==> src/rtl/input_buffer_logic.sv <==
// Byte-to-packet deserializer feeding a first-word fall-through packet queue.
// Reports overflow drops, inter-byte timeouts and queue free space upstream.
module input_buffer_logic #(
  parameter int FIFO_DEPTH = 4,
  parameter int TIMEOUT    = 16
) (
  input  logic        clock,
  input  logic        reset,
  input  logic [7:0]  payload_inbound,
  input  logic        put_inbound,
  output logic        free_inbound,
  output logic [31:0] pkt,
  output logic        pkt_avail,
  input  logic        read_pkt,
  output logic        overflow,
  output logic        timeout_err,
  output logic [7:0]  drop_count
);

  localparam int AW = $clog2(FIFO_DEPTH);
  localparam int CW = AW + 1;
  localparam int TW = (TIMEOUT > 0) ? $clog2(TIMEOUT + 1) : 1;

  typedef enum logic {IDLE, COLLECT} state_t;

  state_t        state_q, state_d;
  logic [1:0]    byte_cnt_q, byte_cnt_d;
  logic [23:0]   held_q, held_d;
  logic [TW-1:0] timer_q, timer_d;
  logic          complete, expire;
  logic [31:0]   complete_pkt;

  logic [31:0]   mem [FIFO_DEPTH];
  logic [AW-1:0] wr_ptr_q, rd_ptr_q;
  logic [CW-1:0] count_q;
  logic          push, pop, full, drop;

  assign complete_pkt = {held_q, payload_inbound};

  // Byte assembly: a byte arriving on the expiry cycle always wins over the timeout.
  always_comb begin
    state_d    = state_q;
    byte_cnt_d = byte_cnt_q;
    held_d     = held_q;
    timer_d    = timer_q;
    complete   = 1'b0;
    expire     = 1'b0;
    case (state_q)
      IDLE: begin
        if (put_inbound) begin
          held_d     = {payload_inbound, 16'h0000};
          byte_cnt_d = 2'd1;
          timer_d    = '0;
          state_d    = COLLECT;
        end
      end
      COLLECT: begin
        if (put_inbound) begin
          timer_d = '0;
          case (byte_cnt_q)
            2'd1: begin
              held_d[15:8] = payload_inbound;
              byte_cnt_d   = 2'd2;
            end
            2'd2: begin
              held_d[7:0] = payload_inbound;
              byte_cnt_d  = 2'd3;
            end
            default: begin
              complete   = 1'b1;
              byte_cnt_d = 2'd0;
              state_d    = IDLE;
            end
          endcase
        end else if (TIMEOUT > 0) begin
          if (timer_q == TW'(TIMEOUT - 1)) begin
            expire     = 1'b1;
            byte_cnt_d = 2'd0;
            timer_d    = '0;
            state_d    = IDLE;
          end else begin
            timer_d = timer_q + TW'(1);
          end
        end
      end
      default: state_d = IDLE;
    endcase
  end

  always_ff @(posedge clock or posedge reset) begin
    if (reset) begin
      state_q    <= IDLE;
      byte_cnt_q <= 2'd0;
      held_q     <= '0;
      timer_q    <= '0;
    end else begin
      state_q    <= state_d;
      byte_cnt_q <= byte_cnt_d;
      held_q     <= held_d;
      timer_q    <= timer_d;
    end
  end

  // A full queue still accepts a completed packet when the head leaves in the same cycle.
  assign full = (count_q == CW'(FIFO_DEPTH));
  assign pop  = read_pkt && (count_q != '0);
  assign push = complete && (!full || pop);
  assign drop = complete && full && !pop;

  always_ff @(posedge clock) begin
    if (push) mem[wr_ptr_q] <= complete_pkt;
  end

  always_ff @(posedge clock or posedge reset) begin
    if (reset) begin
      wr_ptr_q    <= '0;
      rd_ptr_q    <= '0;
      count_q     <= '0;
      overflow    <= 1'b0;
      timeout_err <= 1'b0;
      drop_count  <= 8'h00;
    end else begin
      if (push) wr_ptr_q <= wr_ptr_q + AW'(1);
      if (pop)  rd_ptr_q <= rd_ptr_q + AW'(1);
      case ({push, pop})
        2'b10:   count_q <= count_q + CW'(1);
        2'b01:   count_q <= count_q - CW'(1);
        default: count_q <= count_q;
      endcase
      overflow    <= drop;
      timeout_err <= expire;
      if (drop && (drop_count != 8'hFF)) drop_count <= drop_count + 8'd1;
    end
  end

  assign pkt_avail    = (count_q != '0);
  assign pkt          = pkt_avail ? mem[rd_ptr_q] : 32'h0;
  assign free_inbound = (count_q < CW'(FIFO_DEPTH));

endmodule

==> config.mk <==
export PLATFORM = sky130hd
export DESIGN_NAME = input_buffer_logic
export DESIGN_NICKNAME = d
export VERILOG_FILES = /design/src/rtl/input_buffer_logic.sv
export SDC_FILE = /design/constraint.sdc
export NUM_CORES = 1
export LEC_CHECK = 0
export BUFFER_PORTS_ARGS = -buffer_cell sky130_fd_sc_hd__buf_2
export CORE_MARGIN = 3
export CORE_UTILIZATION = 55
export CTS_CLUSTER_SIZE = 12
export DETAILED_ROUTE_END_ITERATION = 7
export GPL_TIMING_DRIVEN = 0
export PLACE_DENSITY = 0.74
export SYNTH_ARGS = -nofsm -noshare
export SYNTH_HDL_FRONTEND = slang
export SYNTH_SLANG_ARGS = --single-unit
==> constraint.sdc <==
create_clock -name clock -period 5.9 [get_ports clock]
set_input_delay 0.295 -clock clock [delete_from_list [all_inputs] [get_ports clock]]
set_output_delay 0.295 -clock clock [all_outputs]
set_load 0.02 [all_outputs]
Word level (Yosys, flattened, before mapping) --
Memory sizes are Yosys's and may differ from the RTL's. Index checks and enable logic that the tools add are counted.
Cells by class: add/subtract/negate cells 6, $lt $le $gt $ge 1, eq/ne operators 12, muxes and demuxes 29, bitwise operators 1, reduce and logical (&&, ||, !) cells 15
Operator list (number):
- $mux W16 | 2
- $mux W32 | 1
- $pmux W16 S2 | 1
- $mux W8 | 2
- $mux W5 | 3
- $mux W1 | 12
- $pmux W5 S2 | 1
- $add A8 B1 Y8 const B | 1
- $ne A8 B8 Y1 const B | 1
- $pmux W2 S2 | 2
- $mux W2 | 3
- $pmux W3 S2 | 1
- $reduce_and A3 Y1 | 2
- $add A5 B1 Y5 const B | 1
- $eq A5 B4 Y1 const B | 1
- $logic_and A1 B1 Y1 | 5
- $add A2 B1 Y2 const B | 2
- $eq A2 B1 Y1 const B | 2
- $eq A2 B2 Y1 const B | 2
- $ne A2 B1 Y1 const B | 2
- $ne A2 B2 Y1 const B | 2
- $reduce_and A2 Y1 | 2
- $add A3 B1 Y3 const B | 1
- $eq A3 B3 Y1 const B | 1
- other kinds (10) | 11
Storage, ports and cells: register bits 49, bits in writable memories 128, input port bits 12, output and inout port bits 44, word-level logic and storage cells 77, memories kept 1
Memories:
- mem | words 4, width 32, rd ports 1, clocked after Yosys merged registers in 0, write ports 1, RTL line 33 | logic [31:0] mem [FIFO_DEPTH];

Logic depth before layout (Yosys ltp) --
depth in word-level cells 8, depth in mapped cells 12, gate-level depth less buffers 11

Least setup slack after synthesis --
No wires, ideal clock.
kind register -> register, from register byte_cnt_q[0], to memory mem[0][0], enable pin, library setup time 0.392 ns, arrival 2.012 ns, data required time 5.508 ns, setup slack 3.496 ns, cell stages (with the launch flop) 7, buffers on the path 1, period minus slack after synthesis 2.404 ns, cells stage by stage dfrtp_1 inv_1 ha_1 nand3_1 nor2b_1 clkbuf_1 and2_1
On the way: cells in the longest elaborated chain, start to end 8, elaborated cells between the ends (all ways) 9, classes of those cells eq/ne (2); mux (5); reduce/logical (2)
RTL lines:
- from (decl) | RTL line 27 | logic [1:0] byte_cnt_q, byte_cnt_d;
- from (signal assigned) | RTL line 98 | byte_cnt_q <= byte_cnt_d;
- $eq A2 B1 Y1 or $eq A2 B2 Y1 (tied branches) | RTL line 60 | case (byte_cnt_q)
- $reduce_or A2 Y1 (no line) *
- $mux W1 * | RTL line 60
- $mux W1 * | RTL line 58 | if (put_inbound) begin
- $mux W1 * | RTL line 48 | case (state_q)
- $logic_and A1 B1 Y1 * | RTL line 107 | assign push = complete && (!full || pop);
- $mux W1 * | RTL line 111 | if (push) mem[wr_ptr_q] <= complete_pkt;
- $mux W1 (implied by the code) * | RTL line 111
- to (decl) | RTL line 33
Every way passes the cells marked *; elsewhere a longest branch is shown, timed or not.

Worst setup path after layout --
from register rd_ptr_q[1], to output pkt[2]
On the way: cells in the longest elaborated chain, start to end 2
RTL lines:
- from (decl) | RTL line 34 | logic [AW-1:0] wr_ptr_q, rd_ptr_q;
- from (signal assigned) | RTL line 124 | if (pop) rd_ptr_q <= rd_ptr_q + AW'(1);
- $mem_v2 Z4 W32
- $mux W32 | RTL line 137 | assign pkt = pkt_avail ? mem[rd_ptr_q] : 32'h0;
- to (decl) | RTL line 12 | output logic [31:0] pkt,
No other way between the ends.

==> results.md <==
| Item | This run | Unit |
| --- | --- | --- |
| Number of hold violations in the final report | 0 | - |
| Via-to-Cell Ratio | 5.46 | - |
| Total DRC errors in the routed layout | 0 | - |
| Initial antenna violation count | 0 | - |
| Unrepaired setup endpoints after global routing | no | - |
| Reg clk slew, reported paths | 0.06 | ns |
| Register-to-register path setup slack | 3.42 | ns |
| Worst setup path startpoint | rd_ptr_q[1]$_DFFE_PP0P_ | - |
| Netlist Area Pre-Place | 6970 | µm² |
| Actual transition at the worst max-transition pin | 0.720 | ns |
| Beginning of the worst register-to-register path | count_q[0]$_DFFE_PP0P_ | - |
| Insertion delay to the later sink of the worst-skew pair | 0.42 | ns |
| Global-route wire length before repair | 20.7 | mm |
| Fill cells | 855 | - |
| Die extent in x | 119 | µm |
| Worst hold slack | 0.145 | ns |
| Worst slack at placement | 3.43 | ns |
| Synthesis-to-finish area growth | 17.1 | % |
| Overflow after GRT | 0 | - |
| Number of global-route vias before repair | 3,747 | - |
| Average instance area after synthesis | 18.2 | µm² |
| Post-Route Setup TNS | 0 | ns |
| Distinct cell type count after synthesis | 32 | - |
| Nets | 484 | - |
| HP Class | in -> reg | - |
| Worst Hold Launch | payload_inbound[7] | - |
| Final setup margin | 3.22 | ns |
| Startpoint-to-endpoint class of the critical path | reg -> out | - |
| Final WL | 12.4 | mm |
| Max-capacitance violation count | 0 | - |
| Seq. cell area | 5070 | µm² |
| Synth Register Bits | 177 | - |
| Worst EP required | 5.61 | ns |
| Count of input and output buffers | 55 | - |
| Initial core utilization | 57.1 | % |
| Number of design-rule violations left by the first detailed-router iteration | 290 | - |
| Power Dens Cells | 510 | nW/µm² |
| Post-Route Skew | 0.00654 | ns |
| Final clock period utilization by the worst path | 45.4 | % |
| Minimum clock period | 2.68 | ns |
| Clock tree sinks | 177 | - |
| Total Die Area | 14,100 | µm² |
| TritonCTS clock tree | done | - |
| Final Wtd Congestion | 0.773 | - |
| Pwr Total | 4.16 | mW |
| Die height | 119 | µm |
| Share of post-route cells with drive strength above 1 | 29.9 | % |
| TritonRoute pass-1 iters | 4 | - |
| Row count | 40 | - |
| Routed via count | 3,510 | - |
| Library cell used as clock root buffer | clkbuf_16 | - |
| Biggest fanout along the worst timing path | 10 | - |
| Number of H-tree levels | 4 | - |
| Startpoint type of the worst setup path | flip-flop | - |
| Worst-case headroom to the max-slew limit | 52.0 | % |
| Core Area | 12,200 | µm² |
| Post-CTS resize count | 0 | - |
| Total of warnings raised by yosys | 0 | - |
| Antenna violation net count after detailed routing | 0 | - |
| Number of cells produced by synthesis | 382 | - |
| Half-perimeter wire length after detailed placement | 7.98 | mm |
| Worst vdd ir | 0.237 | mV |
| Outcome | completed | - |
| Final count of pins violating max slew | 0 | - |
| Final setup violation count | 0 | - |
| Antenna diode count | 0 | - |
| Kind of end point of the critical path | output port | - |
| Syn Nets | 404 | - |
| CTS Buf Count | 17 | - |
| Maximum number of pins on one net before global-route repair | 33 | - |
| Multi-input combinational cell area | 1780 | µm² |
| Achievable clock frequency | 374 | MHz |
| Worst EP arrival | 2.38 | ns |
| Proportion of synthesized chip area in sequential cells | 72.8 | % |
| Average detailed-routed wire length per instance | 19.2 | µm |
| Static leakage | 3.08 | nW |
| # IOs | 56 | - |
| Buffer levels on the longest clock path | 2 | - |
| Global routing usage summed across all routing layers | 19.5 | % |
## worst max-delay path, cell delays in order, from the launching register on
cell and delay [ns]:
dfrtp_1 0.33, clkbuf_1 0.27, clkbuf_1 0.60, mux4_2 0.44
and2_1 0.17, buf_2 0.15
## power by group
group / switching, mW / internal (mW) / total [mW]
clock network: 0.434 / 0.655 / 1.09
registers: 0.137 / 1.63 / 1.77
logic: 0.727 / 0.572 / 1.30
total: 1.30 / 2.86 / 4.16
## timing repair
item	CTS	global route
setup buffers	0	0
hold endpoints to repair	27	0
hold buffers	1	0
## cells in the mapped netlist
| cell type | n | area (µm²) |
|---|---|---|
| edfxtp_1 | 128 | 3840 |
| dfrtp_1 | 49 | 1230 |
| and2_1 | 38 | 238 |
| mux4_2 | 32 | 721 |
| a22o_1 | 14 | 123 |
| clkbuf_1 | 14 | 52.6 |
| nand2_1 | 14 | 52.6 |
| inv_1 | 13 | 48.8 |
| mux2_2 | 10 | 113 |
| xnor2_1 | 10 | 87.6 |
| ha_1 | 9 | 113 |
| nand3_1 | 7 | 35.0 |
| o21ai_0 | 7 | 35.0 |
| nor2_1 | 6 | 22.5 |
| and3_1 | 4 | 25.0 |
| buf_2 | 4 | 20.0 |
| xor2_1 | 4 | 35.0 |
| mux2i_1 | 2 | 20.0 |
| nand4_1 | 2 | 12.5 |
| nor2b_1 | 2 | 12.5 |
| o21ai_1 | 2 | 10.0 |
| a311oi_1 | 1 | 8.76 |
| a311oi_4 | 1 | 26.3 |
| a41oi_1 | 1 | 8.76 |
| and3b_1 | 1 | 8.76 |
| and4_1 | 1 | 8.76 |
| fa_1 | 1 | 20.0 |
| nand4b_1 | 1 | 8.76 |
| o22ai_1 | 1 | 6.26 |
| or2_2 | 1 | 6.26 |
| or3_1 | 1 | 6.26 |
| or4b_4 | 1 | 13.8 |
## path summary, 6_finish.rpt
check | end | cells past startpoint
min reg2reg | drop_count[6]$_DFFE_PP0P_ | 1
max in group asynchronous | held_q[5]$_DFFE_PP0P_ | 4
max reg2reg | count_q[2]$_DFFE_PP0P_ | 10
min | mem[3][7]$_DFFE_PP_ | 1
min in group asynchronous | drop_count[1]$_DFFE_PP0P_ | 3
max | pkt[2] | 5
## sequential cells by signal (all words and copies together) (netlist names)
signal       count
byte_cnt_q       2
mem            128
timeout_err      1
state_q          1
wr_ptr_q         2
rd_ptr_q         2
drop_count       8
overflow         1
held_q          24
timer_q          5
count_q          3
## stage by stage
stage / instances / util (%) / instance area (µm²)
floorplan: 382 / - / 6970
global placement: 605 / 61.0 / 7450
detailed placement: 610 / 62.0 / 7570
CTS: 643 / 66.8 / 8160
global route: 643 / 66.8 / 8160
finish: 643 / 66.8 / 8160
## per-layer routing
layer  share of wire [%]  routed length [µm]  up-vias  track usage, %
met5                   0                   0        -               0
met4                 1.6                 203        0            6.88
met3                 5.4                 663       16            5.22
met2                  50                6200       82            30.8
met1                  43                5300     1793            26.5
li1                    -                   -     1619               -
## area by class of cell
type	instances	share of cell area, %
inverter	13	0.598
clock buffer	23	5.86
buffer	18	0.889
timing repair buffer	61	4.81
tap	168	2.58
sequential	177	62.1
clock inverter	9	1.30
multi-input combinational	174	21.8
## kinds of logic after synthesis
family          share of synthesized area (%)
flops                                    72.8
simple gates                             6.46
mux                                      12.2
buf+inv                                  1.74
compound gates                           3.12
xor+xnor                                 1.76
fa+ha+maj                                1.90
## layout by cell type, fill, tap and decap left out, types with 4 or more instances in the layout
master      instances
edfxtp_1          128
clkbuf_1           17
clkinvlp_4          5
xor2_1              4
buf_2              59
buf_12              4
clkbuf_16          17
and3_1              4
nand2_1            14
inv_1              12
nor2_1              6
and2_2              4
mux4_2             32
mux2_2             10
a22o_1             14
dfrtp_1            49
o21ai_0             7
nand3_1             7
xnor2_1            10
ha_1                9
and2_1             34
Power figures use the tool's default switching activity.
